**src/rtl/usb_rx_pkg.sv**
```systemverilog
// usb_rx_pkg: shared types and constants for the USB packet receiver.
// FSM state encoding, PID classes, line states and stuffing limits.
package usb_rx_pkg;

    typedef enum logic [2:0] {
        S_IDLE,
        S_SYNC,
        S_PID,
        S_DATA,
        S_EOP,
        S_DONE,
        S_ERROR
    } state_e;

    localparam logic [2:0] PKT_NONE  = 3'd0;
    localparam logic [2:0] PKT_OUT   = 3'd1;
    localparam logic [2:0] PKT_IN    = 3'd2;
    localparam logic [2:0] PKT_DATA0 = 3'd3;
    localparam logic [2:0] PKT_DATA1 = 3'd4;
    localparam logic [2:0] PKT_ACK   = 3'd5;
    localparam logic [2:0] PKT_NAK   = 3'd6;

    localparam logic [7:0] SYNC_BYTE = 8'h80;

    localparam logic [3:0] PID_OUT   = 4'b0001;
    localparam logic [3:0] PID_IN    = 4'b1001;
    localparam logic [3:0] PID_DATA0 = 4'b0011;
    localparam logic [3:0] PID_DATA1 = 4'b1011;
    localparam logic [3:0] PID_ACK   = 4'b0010;
    localparam logic [3:0] PID_NAK   = 4'b1010;

    // {D+, D-}
    localparam logic [1:0] LINE_J   = 2'b10;
    localparam logic [1:0] LINE_K   = 2'b01;
    localparam logic [1:0] LINE_SE0 = 2'b00;

    localparam int MAX_STUFF_ONES = 6;

    // Returns PKT_NONE for a malformed or unsupported PID.
    function automatic logic [2:0] pid_class(input logic [7:0] pid);
        logic [2:0] cls;
        cls = PKT_NONE;
        if (pid[7:4] == ~pid[3:0]) begin
            case (pid[3:0])
                PID_OUT:   cls = PKT_OUT;
                PID_IN:    cls = PKT_IN;
                PID_DATA0: cls = PKT_DATA0;
                PID_DATA1: cls = PKT_DATA1;
                PID_ACK:   cls = PKT_ACK;
                PID_NAK:   cls = PKT_NAK;
                default:   cls = PKT_NONE;
            endcase
        end
        return cls;
    endfunction

endpackage

```
**src/rtl/usb_rx_bit_recovery.sv**
```systemverilog
// usb_rx_bit_recovery: line sync, bit timing, NRZI decode, unstuffing.
// In: clk, n_rst, dplus_in, dminus_in, unstuff_en_i.
// Out: bit_valid_o, bit_o, se0_o, j_o, stuff_err_o (one-cycle qualifiers).
module usb_rx_bit_recovery
    import usb_rx_pkg::*;
#(
    parameter int CLKS_PER_BIT = 8,
    parameter int SAMPLE_POINT = 3
) (
    input  logic clk,
    input  logic n_rst,
    input  logic dplus_in,
    input  logic dminus_in,
    input  logic unstuff_en_i,
    output logic bit_valid_o,
    output logic bit_o,
    output logic se0_o,
    output logic j_o,
    output logic stuff_err_o
);

    localparam int CW = (CLKS_PER_BIT > 1) ? $clog2(CLKS_PER_BIT) : 1;

    logic [1:0]    dp_sync_q;
    logic [1:0]    dm_sync_q;
    logic          dp_last_q;
    logic [CW-1:0] cnt_q, cnt_d;
    logic          prev_q, prev_d;
    logic [2:0]    ones_q, ones_d;

    logic [1:0] line;
    logic       edge_det;
    logic       sample_en;
    logic       sample_bit;
    logic       nrzi_bit;
    logic       stuff_slot;

    // Synchronizers come out of reset already showing idle J.
    always_ff @(posedge clk or negedge n_rst) begin
        if (!n_rst) begin
            dp_sync_q <= 2'b11;
            dm_sync_q <= 2'b00;
            dp_last_q <= 1'b1;
            cnt_q     <= '0;
            prev_q    <= 1'b1;
            ones_q    <= '0;
        end else begin
            dp_sync_q <= {dp_sync_q[0], dplus_in};
            dm_sync_q <= {dm_sync_q[0], dminus_in};
            dp_last_q <= dp_sync_q[1];
            cnt_q     <= cnt_d;
            prev_q    <= prev_d;
            ones_q    <= ones_d;
        end
    end

    assign line     = {dp_sync_q[1], dm_sync_q[1]};
    assign edge_det = dp_sync_q[1] ^ dp_last_q;

    always_comb begin
        cnt_d = cnt_q + CW'(1);
        if (edge_det || cnt_q == CW'(CLKS_PER_BIT - 1)) begin
            cnt_d = '0;
        end
    end

    // An edge landing on the sample count would sample the new level twice.
    assign sample_en  = (cnt_q == CW'(SAMPLE_POINT)) && !edge_det;
    assign se0_o      = sample_en && (line == LINE_SE0);
    assign j_o        = sample_en && (line == LINE_J);
    assign sample_bit = sample_en && (line != LINE_SE0);
    assign nrzi_bit   = (dp_sync_q[1] == prev_q);
    assign stuff_slot = unstuff_en_i && (ones_q == 3'(MAX_STUFF_ONES));

    assign bit_o       = nrzi_bit;
    assign bit_valid_o = sample_bit && !stuff_slot;
    assign stuff_err_o = sample_bit && stuff_slot && nrzi_bit;

    always_comb begin
        prev_d = sample_bit ? dp_sync_q[1] : prev_q;
        ones_d = ones_q;
        if (!unstuff_en_i || se0_o) begin
            ones_d = '0;
        end else if (sample_bit) begin
            if (stuff_slot || !nrzi_bit) begin
                ones_d = '0;
            end else begin
                ones_d = ones_q + 3'd1;
            end
        end
    end

endmodule

```
**src/rtl/usb_rx.sv**
```systemverilog
// usb_rx: USB full-speed packet receiver (SYNC/PID check, byte delivery).
// In: clk, n_rst, dplus_in, dminus_in. Out: rx_packet_data, store_rx_packet_data,
// rx_packet, rx_data_ready, rx_transfer_active, rx_error.
module usb_rx
    import usb_rx_pkg::*;
#(
    parameter int CLKS_PER_BIT = 8,
    parameter int SAMPLE_POINT = 3,
    parameter int MAX_BYTES    = 64
) (
    input  logic       clk,
    input  logic       n_rst,
    input  logic       dplus_in,
    input  logic       dminus_in,
    output logic [7:0] rx_packet_data,
    output logic       store_rx_packet_data,
    output logic [2:0] rx_packet,
    output logic       rx_data_ready,
    output logic       rx_transfer_active,
    output logic       rx_error
);

    localparam int BW = $clog2(MAX_BYTES + 1);

    state_e state_q, state_d;

    logic bit_valid, rx_bit, se0, line_j, stuff_err, unstuff_en;

    logic [7:0]    shift_q, data_q, shift_nxt;
    logic [2:0]    bitcnt_q, pkt_q, jcnt_q, pid_cls;
    logic [BW-1:0] bytecnt_q;
    logic          strobe_q, err_q, hs_q, eop_q;
    logic          byte_done, sop;

    usb_rx_bit_recovery #(
        .CLKS_PER_BIT(CLKS_PER_BIT),
        .SAMPLE_POINT(SAMPLE_POINT)
    ) u_bit (
        .clk         (clk),
        .n_rst       (n_rst),
        .dplus_in    (dplus_in),
        .dminus_in   (dminus_in),
        .unstuff_en_i(unstuff_en),
        .bit_valid_o (bit_valid),
        .bit_o       (rx_bit),
        .se0_o       (se0),
        .j_o         (line_j),
        .stuff_err_o (stuff_err)
    );

    assign shift_nxt = {rx_bit, shift_q[7:1]};
    assign byte_done = bit_valid && (bitcnt_q == 3'd7);
    assign pid_cls   = pid_class(shift_nxt);
    assign sop       = (state_q == S_IDLE) && (state_d == S_SYNC);

    always_ff @(posedge clk or negedge n_rst) begin
        if (!n_rst) state_q <= S_IDLE;
        else        state_q <= state_d;
    end

    always_comb begin
        state_d = state_q;
        unique case (state_q)
            S_IDLE: begin
                // The J->K edge is also the first SYNC bit.
                if (bit_valid && !rx_bit) state_d = S_SYNC;
            end
            S_SYNC: begin
                if (se0 || stuff_err) state_d = S_ERROR;
                else if (byte_done)
                    state_d = (shift_nxt == SYNC_BYTE) ? S_PID : S_ERROR;
            end
            S_PID: begin
                if (se0 || stuff_err) state_d = S_ERROR;
                else if (byte_done)
                    state_d = (pid_cls != PKT_NONE) ? S_DATA : S_ERROR;
            end
            S_DATA: begin
                if (stuff_err) state_d = S_ERROR;
                else if (se0)
                    state_d = (bitcnt_q == 3'd0) ? S_EOP : S_ERROR;
                else if (bit_valid && hs_q) state_d = S_ERROR;
                else if (byte_done && bytecnt_q == BW'(MAX_BYTES))
                    state_d = S_ERROR;
            end
            S_EOP: begin
                if (se0) begin
                    if (eop_q) state_d = S_ERROR;
                end else if (line_j) begin
                    state_d = eop_q ? S_DONE : S_ERROR;
                end else if (bit_valid || stuff_err) begin
                    state_d = S_ERROR;
                end
            end
            S_DONE:  state_d = S_IDLE;
            S_ERROR: begin
                if (line_j && jcnt_q == 3'd7) state_d = S_IDLE;
            end
            default: state_d = S_IDLE;
        endcase
    end

    always_comb begin
        rx_transfer_active = 1'b0;
        rx_data_ready      = 1'b0;
        unstuff_en         = 1'b0;
        unique case (state_q)
            S_SYNC, S_PID, S_DATA, S_EOP: begin
                rx_transfer_active = 1'b1;
                unstuff_en         = 1'b1;
            end
            S_DONE:  rx_data_ready = 1'b1;
            default: ;
        endcase
    end

    always_ff @(posedge clk or negedge n_rst) begin
        if (!n_rst) begin
            shift_q   <= '0;
            data_q    <= '0;
            bitcnt_q  <= '0;
            bytecnt_q <= '0;
            pkt_q     <= PKT_NONE;
            jcnt_q    <= '0;
            strobe_q  <= 1'b0;
            err_q     <= 1'b0;
            hs_q      <= 1'b0;
            eop_q     <= 1'b0;
        end else begin
            strobe_q <= 1'b0;
            if (sop) begin
                shift_q   <= shift_nxt;
                bitcnt_q  <= 3'd1;
                bytecnt_q <= '0;
                pkt_q     <= PKT_NONE;
                err_q     <= 1'b0;
                hs_q      <= 1'b0;
            end else if (bit_valid && (state_q == S_SYNC ||
                         state_q == S_PID || state_q == S_DATA)) begin
                shift_q  <= shift_nxt;
                bitcnt_q <= bitcnt_q + 3'd1;
            end
            if (state_q == S_PID && state_d == S_DATA) begin
                pkt_q <= pid_cls;
                hs_q  <= (pid_cls == PKT_ACK) || (pid_cls == PKT_NAK);
            end
            if (state_q == S_DATA && state_d == S_DATA && byte_done) begin
                data_q    <= shift_nxt;
                strobe_q  <= 1'b1;
                bytecnt_q <= bytecnt_q + BW'(1);
            end
            if (state_q != S_EOP) eop_q <= 1'b0;
            else if (se0)         eop_q <= 1'b1;
            if (state_q != S_ERROR)     jcnt_q <= '0;
            else if (line_j)            jcnt_q <= jcnt_q + 3'd1;
            else if (se0 || bit_valid)  jcnt_q <= '0;
            if (state_d == S_ERROR) err_q <= 1'b1;
        end
    end

    assign rx_packet_data       = data_q;
    assign store_rx_packet_data = strobe_q;
    assign rx_packet            = pkt_q;
    assign rx_error             = err_q;

endmodule

```
**config.mk**
```make
export PLATFORM = sky130hd
export DESIGN_NAME = usb_rx
export DESIGN_NICKNAME = d
export VERILOG_FILES = /design/src/rtl/usb_rx_pkg.sv /design/src/rtl/usb_rx_bit_recovery.sv /design/src/rtl/usb_rx.sv
export SDC_FILE = /design/constraint.sdc
export NUM_CORES = 1
export LEC_CHECK = 0
export ABC_AREA = 1
export BUFFER_PORTS_ARGS = -buffer_cell sky130_fd_sc_hd__buf_2
export CORE_MARGIN = 2
export CORE_UTILIZATION = 26
export DETAILED_ROUTE_END_ITERATION = 10
export HOLD_SLACK_MARGIN = 0.02
export SLEW_MARGIN = 20
export SYNTH_ARGS = -nofsm -noshare
export SYNTH_HDL_FRONTEND = slang
export SYNTH_SLANG_ARGS = --single-unit
```
**constraint.sdc**
```tcl
create_clock -name clk -period 1.8 [get_ports clk]
set_input_delay 0.18 -clock clk [delete_from_list [all_inputs] [get_ports clk]]
set_output_delay 0.18 -clock clk [all_outputs]
set_load 0.05 [all_outputs]
```
==> flow_summary.toml <==
[critical_path]
r2r_cells = 11
worstSetupStartpointType = "flip-flop"
critPathKind = "reg -> reg"
cp.arrival_ns = 2.14
rrSetupSlack_ns = -0.12
timing.rr.end = "bytecnt_q[3]"
worstPathMaxFanout = 8
timing.rr.start = "u_bit.dp_sync_q[1]"
crit_required_ns = 2.03
cp-end-kind = "flip-flop"

[floorplan]
die_area_um2 = 11600
fp.dieW_um = 107
coreArea_um2 = 10400
boundaryPins = 19
die_h_um = 107
start_util_pct = 26.8
row_count = 37

[detailed_routing]
via_count = 2413
routed_wl_mm = 6.69
antenna_left = 0
via_per_inst = 4.51
drt_iter0_markers = 98
dr.pass1.iters = 4
drc = 0
wire_per_inst_um = 12.5

[yosys]
yosys_most_used_dff = "dfrtp_1"
syn_avg_cell_area_um2 = 8.92
synthArstFlopShare_pct = 100
synthCells = 312
yosys-top-cells-area = "dfrtp_1 (41%), nand2_1 (7.4%), ha_1 (5.4%), inv_1 (5.4%), nand3_1 (4.9%)"
synth_edf_count = 0
synth-seq-cells = 50
synth_cell_types = 38
synth_fp_nets = 328
synth.cell_area_um2 = 2780
seq_area_frac_synth_pct = 45.1
synth_top_area_share_pct = 41.3
yosys_warnings = 0
synth_top_area_cell = "dfrtp_1"

[placed_design]
io_buffers = 18
dp_slack_ns = -0.223
placed_cell_area_um2 = 3460
gp_congestion = 0.820
hpwlAfterDp_mm = 4.65

[global_routing]
grt_pass1_wl_mm = 11.1
track_usage_pct = 12.0
overflow = 0
grt_max_degree = 29
grt_antenna_before_repair = 0
grt_pass1_vias = 2386

[clock_network]
cts_tree = "built"
htree_levels = 2
cts_root_buffer = "clkbuf_8"
cts_sinks = 50
cts_buffers = 5
clockBufferDepth = 2
insertion_delay_ns = 0.31
path_clk_slew_ns = 0.09

[flow_run]
maxCapViolCount = 0

[power]
cell_internal_pwr_mw = 1.81
switching_share_pct = 36.5
switchingPower_mw = 1.04
pwr-share-comb_pct = 31.3
p_leak_nw = 1.90
p_per_area_nw_per_um2 = 720
ir_drop_v = 0.000550
clockPowerShare_pct = 23.7
pwr-share-seq_pct = 45.0

[finish]
stdcell_area_um2 = 3960
fill_cells = 1067
fin_nets = 414
drive_above_1_share_pct = 45.6
final_cell_mix = "buf_4 (49), dfrtp_1 (44), nand2_1 (42)"
syn2layout_area_growth_pct = 42.2
final_common_cell = "buf_4"
antenna_cells = 0

[worst_hold_path]
min_from = "u_bit.dp_sync_q[0]"
hold_path.class = "reg -> reg"
min_to = "u_bit.dp_sync_q[1]"
holdPathStages = 0

[outcome]
violations = "setup timing"
outcome = "complete, but fails checks"

[sta]
hold_viol = 0
grt_setup_unrepaired = "true"
max-slew-margin-rel_pct = 63.0
max_freq_mhz = 522
setup_viol = 18
worst_slack_ns = -0.115
period_needed_ns = 1.92
finalMaxSlewViolations = 0
fin_skew_ns = 0.00877
fin_crit_sh_pct = 106
worst_pin_slew_ns = 0.555
hold-worst-slack_ns = 0.361
worst max path at each step:
stage	from	to	slack [ns]	cells past startpoint
CTS	u_bit.dp_sync_q[1]	rx_error	-0.14	13
detailed placement	u_bit.cnt_q[0]	rx_error	-0.22	12
finish	u_bit.dp_sync_q[1]	bytecnt_q[3]	-0.12	11
global placement	u_bit.cnt_q[0]	rx_error	-0.17	12
floorplan	state_q[2]	rx_packet_data[3]	-0.08	12
global route	u_bit.cnt_q[0]	rx_error	-0.22	13
through the flow:
stage	TNS [ns]	instances	util, %	total power, mW
2_1_floorplan	-0.830	312	-	1.74
3_3_place_gp	-1.54	512	33.3	2.04
3_5_place_dp	-3.08	512	33.3	2.05
4_1_cts	-2.05	532	36.5	2.82
5_1_grt	-3.88	535	38.2	3.01
6_report	-1.50	535	38.2	2.85
routing by layer:
layer / GRT usage (%) / up-vias / routed length [µm]
met5: 0 / - / 0
met4: 3.02 / 0 / 61
met3: 1.45 / 6 / 175
met2: 20.6 / 34 / 3270
met1: 16.0 / 1174 / 3180
li1: - / 1199 / -
worst max-delay path, cell delays in order (launching register included):
cell and delay, ns:
dfstp_2 0.60, inv_4 0.06, nand2_1 0.07, nand2_2 0.06, nand4_1 0.18, nor2_4 0.07, nor2_8 0.12, nand4_4 0.12
nor2_4 0.18, inv_6 0.08, buf_12 0.14, o22ai_2 0.14
synthesized netlist by cell type, types with 2 or more instances:
| cell type | instances |
|---|---|
| nor2_4 | 3 |
| dfstp_2 | 4 |
| nand2_1 | 55 |
| a21oi_1 | 11 |
| nor4_1 | 2 |
| ha_1 | 12 |
| o21ai_1 | 9 |
| xor2_1 | 6 |
| nand3_2 | 2 |
| a22o_1 | 2 |
| nor2_1 | 18 |
| inv_1 | 40 |
| inv_2 | 3 |
| nand3_1 | 27 |
| dfrtp_1 | 46 |
| o22ai_2 | 4 |
| nand2_2 | 13 |
| o21ai_2 | 9 |
| nand4_1 | 4 |
| xnor2_1 | 2 |
| nor3_1 | 7 |
| nor2_2 | 2 |
| o31ai_1 | 2 |
| buf_2 | 2 |
| o21ai_0 | 13 |
| nand3_4 | 2 |
sequential cells by signal, summed over array words and instances, names as in the netlist:
register,flops
bitcnt_q,3
bytecnt_q,7
eop_q,1
hs_q,1
jcnt_q,3
rx_error,1
rx_packet,3
rx_packet_data,8
shift_q,7
state_q,3
store_rx_packet_data,1
u_bit.cnt_q,3
u_bit.dm_sync_q,2
u_bit.dp_last_q,1
u_bit.dp_sync_q,2
u_bit.ones_q,3
u_bit.prev_q,1
kinds of logic after synthesis:
group           after synthesis  share of synthesized area [%]
buf+inv                      50                           7.91
flops                        50                           45.1
simple gates                139                           26.5
xor+xnor                      8                           2.52
compound gates               53                           12.5
fa+ha+maj                    12                           5.39
power by group through the flow:
stage	Combinational [mW]	Clock, mW	Sequential (mW)
4_1_cts	0.845	0.697	1.28
5_1_grt	0.975	0.740	1.29
2_1_floorplan	0.445	0	1.30
3_3_place_gp	0.744	0	1.29
3_5_place_dp	0.754	0	1.30
6_report	0.891	0.675	1.28
final cells by class:
type                            count  area, µm²  share of cell area, %
Sequential cell                    50       1260                   31.8
Clock buffer                        5       68.8                   1.74
Tap cell                          136        170                   4.30
Clock inverter                      3       18.8                  0.474
Multi-Input combinational cell    216       1630                   41.1
Timing Repair Buffer               80        636                   16.1
Inverter                           45        179                   4.52
repair_timing:
item	4_1_cts	5_1_grt
hold buffers	3	0
hold endpoints to repair	20	0
gates cloned	4	0
resized for setup	28	43
endpoints found under the setup margin	36	36
pin swaps	15	12
setup buffers	5	3
Note: power is estimated with default switching activity, not from simulation.
